--- config.mk ---
export PLATFORM = sky130hd
export DESIGN_NAME = eth_tx_frame_arbiter
export DESIGN_NICKNAME = d
export VERILOG_FILES = /design/src/rtl/eth_tx_frame_arbiter.sv
export SDC_FILE = /design/constraint.sdc
export NUM_CORES = 1
export LEC_CHECK = 0
export CORE_AREA = 10 10 139 141
export CTS_BUF_LIST = sky130_fd_sc_hd__clkbuf_4 sky130_fd_sc_hd__clkbuf_8 sky130_fd_sc_hd__clkbuf_16
export DETAILED_ROUTE_END_ITERATION = 10
export DIE_AREA = 0 0 149 151
export PLACE_DENSITY = 0.65
export SYNTH_ARGS = -nofsm -noshare
export SYNTH_HDL_FRONTEND = slang
export SYNTH_SLANG_ARGS = --single-unit
--- constraint.sdc ---
create_clock -name i_clk -period 5.5 [get_ports i_clk]
set_input_delay 1.1 -clock i_clk [delete_from_list [all_inputs] [get_ports i_clk]]
set_output_delay 1.1 -clock i_clk [all_outputs]
set_load 0.02 [all_outputs]
--- src/rtl/eth_tx_frame_arbiter.sv ---
// Round-robin frame arbiter in front of eth_axis_tx: a grant covers header plus whole payload,
// and a payload stall watchdog aborts (tuser=1) and drains a source that stops sending.
module eth_tx_frame_arbiter #(
  parameter int S_COUNT        = 2,
  parameter int TIMEOUT_CYCLES = 1024,
  parameter int CNT_W          = 16
) (
  input  logic                   i_clk,
  input  logic                   rst,
  input  logic [S_COUNT-1:0]     s_eth_hdr_valid,
  output logic [S_COUNT-1:0]     s_eth_hdr_ready,
  input  logic [48*S_COUNT-1:0]  s_eth_dest_mac,
  input  logic [48*S_COUNT-1:0]  s_eth_src_mac,
  input  logic [16*S_COUNT-1:0]  s_eth_type,
  input  logic [8*S_COUNT-1:0]   s_eth_payload_axis_tdata,
  input  logic [S_COUNT-1:0]     s_eth_payload_axis_tvalid,
  output logic [S_COUNT-1:0]     s_eth_payload_axis_tready,
  input  logic [S_COUNT-1:0]     s_eth_payload_axis_tlast,
  input  logic [S_COUNT-1:0]     s_eth_payload_axis_tuser,
  output logic                   m_eth_hdr_valid,
  input  logic                   m_eth_hdr_ready,
  output logic [47:0]            m_eth_dest_mac,
  output logic [47:0]            m_eth_src_mac,
  output logic [15:0]            m_eth_type,
  output logic [7:0]             m_eth_payload_axis_tdata,
  output logic                   m_eth_payload_axis_tvalid,
  input  logic                   m_eth_payload_axis_tready,
  output logic                   m_eth_payload_axis_tlast,
  output logic                   m_eth_payload_axis_tuser,
  output logic [S_COUNT-1:0]     o_grant,
  output logic                   o_busy,
  output logic                   o_abort
);

  localparam int GW = (S_COUNT > 1) ? $clog2(S_COUNT) : 1;
  localparam bit WD_EN = (TIMEOUT_CYCLES > 0);
  localparam logic [CNT_W-1:0] WD_LAST = CNT_W'((TIMEOUT_CYCLES > 0) ? TIMEOUT_CYCLES - 1 : 0);

  typedef enum logic [2:0] {IDLE, HDR, PAYLOAD, ABORT, DRAIN} state_t;

  state_t             state;
  logic [GW-1:0]      g;
  logic [GW-1:0]      last_grant;
  logic [S_COUNT-1:0] grant;
  logic [CNT_W-1:0]   wd;
  logic [GW-1:0]      next_g;
  logic               req_found;
  int                 idx;

  // First requester strictly after last_grant, wrapping, so every waiting source gets one turn per rotation.
  always_comb begin
    next_g    = '0;
    req_found = 1'b0;
    idx       = 0;
    for (int k = 1; k <= S_COUNT; k++) begin
      idx = (int'(last_grant) + k) % S_COUNT;
      if (!req_found && s_eth_hdr_valid[GW'(idx)]) begin
        req_found = 1'b1;
        next_g    = GW'(idx);
      end
    end
  end

  // Every channel transfers on a cycle where valid and ready are both high; valid never waits on ready.
  always_comb begin
    s_eth_hdr_ready           = '0;
    s_eth_payload_axis_tready = '0;
    m_eth_hdr_valid           = 1'b0;
    m_eth_dest_mac            = '0;
    m_eth_src_mac             = '0;
    m_eth_type                = '0;
    m_eth_payload_axis_tdata  = '0;
    m_eth_payload_axis_tvalid = 1'b0;
    m_eth_payload_axis_tlast  = 1'b0;
    m_eth_payload_axis_tuser  = 1'b0;
    o_abort                   = 1'b0;
    case (state)
      HDR: begin
        m_eth_hdr_valid    = s_eth_hdr_valid[g];
        m_eth_dest_mac     = s_eth_dest_mac[48*g +: 48];
        m_eth_src_mac      = s_eth_src_mac[48*g +: 48];
        m_eth_type         = s_eth_type[16*g +: 16];
        s_eth_hdr_ready[g] = m_eth_hdr_ready;
      end
      PAYLOAD: begin
        m_eth_payload_axis_tvalid    = s_eth_payload_axis_tvalid[g];
        m_eth_payload_axis_tdata     = s_eth_payload_axis_tdata[8*g +: 8];
        m_eth_payload_axis_tlast     = s_eth_payload_axis_tlast[g];
        m_eth_payload_axis_tuser     = s_eth_payload_axis_tuser[g];
        s_eth_payload_axis_tready[g] = m_eth_payload_axis_tready;
      end
      ABORT: begin
        m_eth_payload_axis_tvalid = 1'b1;
        m_eth_payload_axis_tlast  = 1'b1;
        m_eth_payload_axis_tuser  = 1'b1;
        o_abort                   = m_eth_payload_axis_tready;
      end
      DRAIN: s_eth_payload_axis_tready[g] = 1'b1;
      default: ;
    endcase
  end

  assign o_grant = grant;
  assign o_busy  = (state != IDLE);

  always_ff @(posedge i_clk or posedge rst) begin
    if (rst) begin
      state      <= IDLE;
      g          <= '0;
      grant      <= '0;
      last_grant <= GW'(S_COUNT - 1);
      wd         <= '0;
    end else begin
      case (state)
        IDLE: if (req_found) begin
          g     <= next_g;
          grant <= {{(S_COUNT-1){1'b0}}, 1'b1} << next_g;
          state <= HDR;
        end
        HDR: if (s_eth_hdr_valid[g] && m_eth_hdr_ready) begin
          state <= PAYLOAD;
          wd    <= '0;
        end
        PAYLOAD: begin
          if (s_eth_payload_axis_tvalid[g]) begin
            // Only a silent source counts; downstream backpressure never does.
            wd <= '0;
            if (m_eth_payload_axis_tready && s_eth_payload_axis_tlast[g]) begin
              state      <= IDLE;
              last_grant <= g;
              grant      <= '0;
            end
          end else if (WD_EN && wd == WD_LAST) begin
            state <= ABORT;
            wd    <= '0;
          end else begin
            wd <= wd + 1'b1;
          end
        end
        ABORT: if (m_eth_payload_axis_tready) state <= DRAIN;
        DRAIN: if (s_eth_payload_axis_tvalid[g] && s_eth_payload_axis_tlast[g]) begin
          state      <= IDLE;
          last_grant <= g;
          grant      <= '0;
        end
        default: state <= IDLE;
      endcase
    end
  end

endmodule

==> impl_metrics.py, run 1 <==
metrics = {
    "worst_setup_path": {
        "path_cells": "nor2_1, nand2_4, buf_4, nor2_1, clkdlybuf4s50_1",
        "cp.required_ns": 4.40,
        "startpoint_type": "flip-flop",
        "critPathCaptureType": "primary output",
        "crit_slowest_cell": "buf_4",
        "cp_max_fo": 67,
        "critPathKind": "reg2out",
        "arrival_ns": 2.86,
        "cp_common_cell": "nor2_1",
        "worst_path_largest_cell_delay_ns": 0.66,
    },
    "global_route": {
        "grt_util_met3_pct": 5.668,
        "grt-ovfl-total": 0,
        "antenna_found_initial": 0,
        "grt_pass1_wl_um": 33490,
        "use_met1_pct": 19.63,
        "grtUsageTotal_pct": 19.87,
        "first_global_vias": 4852,
        "grt-busiest-layer": "met2",
        "met2_usage_pct": 40.86,
        "grt_max_degree": 68,
    },
    "route": {
        "first_pass_iters": 4,
        "avgRoutedWirePerCell_um": 23.80,
        "via_per_inst": 4.568,
        "antenna_left": 0,
        "vias": 4668,
        "drt_iter0_markers": 175,
        "drc": 0,
        "drt_wl_total_um": 24330,
    },
    "logic_synthesis": {
        "ys_types": 57,
        "synth-edff-count": 0,
        "async_reset_ff_share_pct": 100.0,
        "synth_area_per_cell_um2": 7.650,
        "synthFlopType": "dfrtp_1",
        "synth_area_leaders": "mux2i_1, dfrtp_1, nor2_1, buf_2, clkbuf_1",
        "synth_top_area_cell": "mux2i_1",
        "synth_seq_cells": 23,
        "ys_warn_count": 0,
        "synth_top_area_share_pct": 35.93,
        "netlist_area_mm2": 0.003427,
        "yosysSeqAreaShare_pct": 16.83,
        "netlist_instances": 448,
        "synthTopCellsByCount": "nor2_1, mux2i_1, dfrtp_1, clkbuf_1, nand2_1",
        "synth_nets": 701,
        "yosysMostFrequentCell": "nor2_1",
    },
    "cts": {
        "clk_latency_ns": 0.26,
        "cts_buffers": 3,
        "cts_root_buffer": "clkbuf_16",
        "cts_tree": "built",
        "post-cts-setup-buffers": 0,
        "h-tree-depth": 1,
        "cts.sinks": 23,
        "postCtsHoldBufs": 0,
        "post_cts_resized": 0,
        "path_clk_slew_ns": 0.06,
        "ctsLongestPathBuffers": 2,
    },
    "placement": {
        "gp_congestion": 0.8524,
        "port_buffers": 383,
        "place_hpwl_um": 21110,
    },
    "sta": {
        "whs_ns": 0.5096,
        "fin_crit_sh_pct": 72.07,
        "period_minus_slack_ns": 3.964,
        "clock_skew_ns": 0.002606,
        "timing.fmax_ghz": 0.2523,
        "slew_viol_final": 0,
        "worstMarginPinSlew_ns": 1.148,
        "finalSetupViolations": 0,
        "setup_tns_ns": 0,
        "rsz0062_at_grt": "false",
        "hold_violations": 0,
        "maxSlewHeadroom_pct": 23.14,
    },
    "power_and_ir_drop": {
        "ir_drop_v": 0.0002201,
        "leakagePower_uw": 0.002988,
        "powerDensity_mw_per_mm2": 413.8,
    },
    "die": {
        "placementRows": 47,
        "core_mm2": 0.01647,
        "dieArea_mm2": 0.02250,
        "die_height_um": 151,
        "start_util_pct": 20.81,
        "die_w_um": 149,
        "io_pins": 384,
    },
    "final_layout": {
        "area_growth_syn_to_layout_pct": 119.5,
        "final.fill_count": 1646,
        "multi_input_comb_area_mm2": 0.002676,
        "antennaDiodeCount": 0,
        "nets": 1056,
        "seq_area_um2": 580.6,
        "drive_above_1_share_pct": 3.367,
    },
    "run": {
        "maxCapViolations": 0,
    },
    "worst_hold_path": {
        "hp-class": "reg2reg",
    },
    "outcome": {
        "outcome": "completed",
    },
}
## cell type report
type / count / share of cell area (%)
Clock buffer: 3 / 0.9978
Clock inverter: 1 / 0.06652
Inverter: 6 / 0.2994
Multi-Input combinational cell: 382 / 35.57
Sequential cell: 23 / 7.717
Tap cell: 220 / 3.659
Timing Repair Buffer: 387 / 51.69
## worst paths after layout
check,from,endpoint,slack (ns),cells after the start
hold / removal,o_grant[0],o_grant[0],0.51,1
setup reg to reg,g,wd[6],2.96,4
max in group asynchronous,rst,g,3.47,2
min in group asynchronous,rst,wd[14],1.35,2
hold reg to reg,o_grant[0],o_grant[0],0.51,1
setup / recovery,state[1],m_eth_src_mac[33],1.54,5
## logic make-up (layout without fill, tap and decap cells)
kind of cell | count (synthesis) | in the layout | synth area share [%]
flip-flops | 23 | 23 | 16.83
multiplexers | 129 | 129 | 37.90
buffers and inverters | 43 | 397 | 5.294
adder cells (fa/ha/maj) | 1 | 1 | 0.3650
AND/OR/NAND/NOR | 200 | 200 | 27.38
XOR/XNOR | 1 | 1 | 0.2556
AO/OA/AOI/OAI | 51 | 51 | 11.98
## worst max-delay path: cells and delay by family, from the launching register on
kind | cells | cell delay [ns]
AND/OR/NAND/NOR | 3 | 0.70
buffers and inverters | 2 | 1.27
flip-flops | 1 | 0.56
## stage by stage
stage | util [%] | total power, µW | setup slack (ns) | cells | cell area (µm²)
detailed placement | 45.21 | 2988 | 1.699 | 1018 | 7443
floorplan | - | 1715 | 2.791 | 448 | 3427
global route | 45.69 | 3302 | 1.347 | 1022 | 7523
CTS | 45.69 | 3166 | 1.529 | 1022 | 7523
finish | 45.69 | 3113 | 1.536 | 1022 | 7523
global placement | 45.21 | 2994 | 1.704 | 1018 | 7443
## cell usage in the layout, fill, tap and decap left out, types with 4 or more instances in the layout
cell and count:
nand2_1 16, nor2_1 130, a21oi_1 5, clkdlybuf4s50_1 383, nand2b_1 5, o21ai_0 7, mux2i_1 123, a21o_1 6
inv_1 6, a211oi_1 4, nor4_1 5, nand3_1 9, dfrtp_1 21, mux2_2 5
## power by group
part | internal, µW | switching, µW
Clock | 97.8 | 60.6
Combinational | 1230 | 1420
Sequential | 202 | 104
## flip-flops by register name, indices dropped and copies added, names as in the netlist
name        flops
g               1
last_grant      1
o_grant         2
wd             16
state           3
## per-layer routing
layer,share of wire (%),wire length [µm],up-vias
li1,-,-,2312
met1,34,8331,2172
met2,58,14060,177
met3,7.4,1808,7
met4,0.52,127,0
met5,0,0,-
Power figures use the tool's default switching activity.
==> run 2: changes to the inputs <==
==> constraint.sdc (replaced) <==
create_clock -name i_clk -period 4 [get_ports i_clk]
set_input_delay 0.8 -clock i_clk [delete_from_list [all_inputs] [get_ports i_clk]]
set_output_delay 0.8 -clock i_clk [all_outputs]
set_load 0.02 [all_outputs]
==> run 2 against run 1 <==
  * Sequential cell count stayed put
  * Largest power group unchanged
  * Register-to-register slack worse by 1.4 ns
  * Highest routed layer unchanged
  * Critical path depth stayed put
  * Sequential power is 32% higher
  * Largest cell class unchanged
  * Critical path type unchanged
  * Sequential share of layout area hardly changed
  * Hold slack better by 0.0097 ns
  * Combinational power is 39% higher
  * Final cell count is 0.49% higher
  * First-iteration DRC count is 77% higher
==> impl_metrics.py, run 2 (synthesis gave the netlist of run 1 again) <==
metrics = {
    "route": {
        "drt_wl_total_um": 24440,
        "via_per_inst": 4.554,
        "drc": 0,
        "avgRoutedWirePerCell_um": 23.80,
        "antenna_left": 0,
        "vias": 4677,
        "drt_iter0_markers": 309,
        "first_pass_iters": 4,
    },
    "sta": {
        "timing.fmax_ghz": 0.2994,
        "finalSetupViolations": 0,
        "slew_viol_final": 0,
        "fin_crit_sh_pct": 83.49,
        "period_minus_slack_ns": 3.340,
        "setup_tns_ns": 0,
        "maxSlewHeadroom_pct": 35.94,
        "rsz0062_at_grt": "false",
        "clock_skew_ns": 0.001991,
        "hold_violations": 0,
        "worstMarginPinSlew_ns": 0.9599,
    },
    "final_layout": {
        "area_growth_syn_to_layout_pct": 120.4,
        "largest_register_ffs": 16,
        "layout_common_cells": "clkdlybuf4s50_1, nor2_1, mux2i_1",
        "nets": 1059,
        "drive_above_1_share_pct": 3.727,
        "top_register": "wd",
        "final_common_cell": "clkdlybuf4s50_1",
    },
    "cts": {
        "cts_root_buffer": "clkbuf_16",
        "post_cts_resized": 0,
        "cts_buffers": 3,
        "h-tree-depth": 1,
        "ctsLongestPathBuffers": 2,
        "cts_tree": "built",
        "cts.sinks": 23,
        "clk_latency_ns": 0.26,
        "path_clk_slew_ns": 0.06,
        "post-cts-setup-buffers": 0,
        "postCtsHoldBufs": 0,
    },
    "global_route": {
        "grt_max_degree": 84,
        "grt_pass1_wl_um": 33450,
        "first_global_vias": 4781,
        "antenna_found_initial": 2,
        "grt-ovfl-total": 0,
        "grtUsageTotal_pct": 19.80,
    },
    "power_and_ir_drop": {
        "leakagePower_uw": 0.003004,
        "powerDensity_mw_per_mm2": 571.6,
        "ir_drop_v": 0.0002649,
        "power.total_uw": 4318,
    },
    "placement": {
        "port_buffers": 383,
        "place_hpwl_um": 21100,
        "gp_congestion": 0.8097,
    },
    "die": {
        "die_height_um": 151,
        "placementRows": 47,
        "io_pins": 384,
        "die_w_um": 149,
        "start_util_pct": 20.81,
        "core_mm2": 0.01647,
        "dieArea_mm2": 0.02250,
    },
    "worst_setup_path": {
        "cp_max_fo": 83,
        "critPathKind": "reg2out",
        "startpoint_type": "flip-flop",
        "arrival_ns": 2.54,
        "cp.required_ns": 3.20,
        "critPathCaptureType": "primary output",
    },
    "run": {
        "maxCapViolations": 0,
    },
    "outcome": {
        "outcome": "completed",
    },
    "worst_hold_path": {
        "hp-class": "reg2reg",
    },
}
[run 2: layout make-up]
type	count	area [µm²]
Multi-Input combinational cell	382	2676
Timing Repair Buffer	390	3911
Tap cell	220	275.3
Sequential cell	23	580.6
Inverter	6	22.52
Fill cell	1648	8912
Clock buffer	4	82.58
Antenna cell	2	5.005
[run 2: final timing paths]
kind | start | to | slack (ns) | cells past startpoint
setup / recovery | state[1] | m_eth_src_mac[33] | 0.66 | 5
hold / removal | o_grant[1] | o_grant[1] | 0.52 | 1
setup reg to reg | g | wd[5] | 1.53 | 5
hold reg to reg | o_grant[1] | o_grant[1] | 0.52 | 1
max in group asynchronous | rst | g | 2.25 | 2
min in group asynchronous | rst | wd[1] | 1.06 | 2
[run 2: layer usage]
metal	global-route usage, %	share of wire, %	vias to the layer above	wire (µm)
li1	-	-	2311	-
met1	20.04	34	2142	8376
met2	39.39	57	211	13810
met3	5.877	8.1	13	1983
met4	3.091	1.1	0	264
met5	0	0	-	0
[run 2: report_power, final]
part / internal, µW / switching (µW)
Clock: 143 / 88.8
Combinational: 1710 / 1970
Sequential: 278 / 125
[run 2: critical path, stage by stage (launching register included)]
cell and delay, ns:
dfrtp_1 0.51, nor2_1 0.28, nand2_4 0.27, buf_12 0.32
nor2_1 0.16, clkdlybuf4s50_1 0.68
[run 2: metrics by stage]
| stage | worst slack, ns | cells | cell area, µm² | utilization (%) | hold slack (ns) |
|---|---|---|---|---|---|
| 2_1_floorplan | 1.641 | 448 | 3427 | - | 0.4959 |
| 3_3_place_gp | 0.8171 | 1021 | 7466 | 45.34 | 0.4893 |
| 3_5_place_dp | 0.8229 | 1021 | 7466 | 45.34 | 0.5054 |
| 4_1_cts | 0.6559 | 1025 | 7548 | 45.84 | 0.5201 |
| 5_1_grt | 0.5068 | 1027 | 7553 | 45.87 | 0.5253 |
| 6_report | 0.6603 | 1027 | 7553 | 45.87 | 0.5192 |
==> run 3: changes to the inputs <==
==> constraint.sdc (replaced) <==
create_clock -name i_clk -period 3.1 [get_ports i_clk]
set_input_delay 0.62 -clock i_clk [delete_from_list [all_inputs] [get_ports i_clk]]
set_output_delay 0.62 -clock i_clk [all_outputs]
set_load 0.02 [all_outputs]
==> run 3 against run 2 <==
  * Final cell count grew 1.9%
  * Via count grew 2.7%
  * Worst setup slack lost 0.54 ns
  * Sequential cell count is the same
  * Critical path depth shrank 2
  * Critical endpoint is now m_eth_payload_axis_tdata[4]
  * Highest routed layer unchanged
==> impl_metrics.py, run 3 (synthesis gave the netlist of run 1 again) <==
metrics = {
    "die": {
        "start_util_pct": 20.81,
        "die_w_um": 149,
        "core_mm2": 0.01647,
        "die_height_um": 151,
        "placementRows": 47,
        "dieArea_mm2": 0.02250,
        "io_pins": 384,
    },
    "route": {
        "first_pass_iters": 4,
        "antenna_left": 0,
        "drt_iter0_markers": 200,
        "drt_wl_total_um": 24900,
        "via_per_inst": 4.593,
        "drc": 0,
        "vias": 4804,
        "avgRoutedWirePerCell_um": 23.80,
    },
    "cts": {
        "cts_buffers": 3,
        "clk_latency_ns": 0.26,
        "postCtsHoldBufs": 0,
        "ctsLongestPathBuffers": 2,
        "cts_root_buffer": "clkbuf_16",
        "h-tree-depth": 1,
        "post-cts-setup-buffers": 0,
        "post_cts_resized": 0,
        "cts.sinks": 23,
        "path_clk_slew_ns": 0.07,
        "cts_tree": "built",
    },
    "placement": {
        "place_hpwl_um": 22070,
        "gp_congestion": 0.8269,
        "port_buffers": 383,
    },
    "worst_setup_path": {
        "path_cells": "or3b_1, nor2_1, clkdlybuf4s50_1",
        "r2r-end": "o_grant[0]",
        "r2r_slack_ns": 0.92,
        "critPathCapture": "m_eth_payload_axis_tdata[4]",
        "cp.depth": 3,
        "r2r_cells": 4,
        "arrival_ns": 2.35,
        "critical_path.startpoint": "state[0]",
        "critPathBufInv": 1,
        "cp_max_fo": 12,
        "cp.required_ns": 2.48,
        "startpoint_type": "flip-flop",
        "worst_path_largest_cell_delay_ns": 0.73,
        "crit_slowest_cell": "or3b_1",
        "critPathCaptureType": "primary output",
        "critPathKind": "reg2out",
        "timing.rr.start": "state[0]",
        "critPathTopFamily": "simple AND/OR/NAND/NOR gates",
    },
    "global_route": {
        "grt_pass1_wl_um": 34470,
        "grtUsageTotal_pct": 20.49,
        "grt_max_degree": 53,
        "grt-ovfl-total": 0,
        "first_global_vias": 4969,
        "antenna_found_initial": 1,
    },
    "final_layout": {
        "top_register": "wd",
        "multi_input_comb_area_mm2": 0.002676,
        "area_growth_syn_to_layout_pct": 126.2,
        "seq_area_um2": 580.6,
        "final_common_cell": "clkdlybuf4s50_1",
        "nets": 1079,
        "utilization_pct": 47.07,
        "drive_above_1_share_pct": 6.061,
        "final.fill_count": 1603,
        "largest_register_ffs": 16,
        "layout_common_cells": "clkdlybuf4s50_1, nor2_1, mux2i_1",
    },
    "sta": {
        "clock_skew_ns": 0.005872,
        "timing.fmax_ghz": 0.3362,
        "slew_viol_final": 0,
        "maxSlewHeadroom_pct": 51.44,
        "setup_tns_ns": 0,
        "worstMarginPinSlew_ns": 0.7284,
        "period_minus_slack_ns": 2.975,
        "finalSetupViolations": 0,
        "fin_crit_sh_pct": 95.96,
        "rsz0062_at_grt": "false",
        "hold_violations": 0,
    },
    "worst_hold_path": {
        "hp-class": "reg2reg",
        "hold_path.startpoint": "o_grant[1]",
    },
    "power_and_ir_drop": {
        "leakagePower_uw": 0.003115,
        "switching_share_pct": 49.77,
        "clkPwrFrac_pct": 5.1,
        "p_int_uw": 2927,
        "powerDensity_mw_per_mm2": 751.7,
        "power.switching_uw": 2900,
        "pwr-share-seq_pct": 8.3,
        "p_comb_share_pct": 86.5,
        "ir_drop_v": 0.0003779,
    },
    "outcome": {
        "outcome": "completed",
    },
    "run": {
        "maxCapViolations": 0,
    },
}
## run 3: changes by cell type in the layout (fill, tap and decap cells not counted), sizes merged
cell / previous run / this run
buf: 7 / 27
clkinvlp: 0 / 1
diode: 2 / 1
clkbuf: 4 / 3
## run 3: area by class of cell
| type | instances | share of cell area (%) |
|---|---|---|
| timing repair buffer | 410 | 53.04 |
| sequential | 23 | 7.490 |
| clock buffer | 3 | 0.9685 |
| inverter | 6 | 0.2906 |
| antenna | 1 | 0.03228 |
| multi-input combinational | 382 | 34.53 |
| clock inverter | 1 | 0.09685 |
| tap | 220 | 3.551 |
## run 3: worst min path at each step
stage,slack [ns],depth (start not counted),to
final,0.51,1,o_grant[1]
after global routing,0.51,1,o_grant[1]
after floorplan,0.50,1,wd[12]
after detailed placement,0.49,1,o_grant[1]
after global placement,0.49,1,o_grant[1]
after CTS,0.51,1,o_grant[1]
## run 3: power by group through the flow
stage / clock network, µW / logic, µW / registers, µW
after floorplan: 0 / 2630 / 411
after global placement: 0 / 5120 / 493
after detailed placement: 0 / 5090 / 492
after CTS: 301 / 5120 / 487
after global routing: 314 / 5350 / 500
final: 298 / 5040 / 486
## run 3: per-layer routing
metal,track usage [%],wire [µm],vias to the layer above
met4,2.257,99,0
li1,-,-,2356
met5,0,0,-
met1,21.35,8727,2240
met2,41.24,14290,202
met3,4.982,1784,6
## run 3: stage by stage
step / worst slack, ns / cell area, µm² / hold slack, ns / cells / total power (µW)
CTS: 0.1256 / 7749 / 0.5072 / 1045 / 5909
floorplan: 0.9214 / 3427 / 0.4959 / 448 / 3042
global placement: 0.3344 / 7666 / 0.4865 / 1041 / 5609
global route: 0.05940 / 7751 / 0.5122 / 1046 / 6161
finish: 0.1253 / 7751 / 0.5092 / 1046 / 5827
detailed placement: 0.3408 / 7666 / 0.4915 / 1041 / 5586
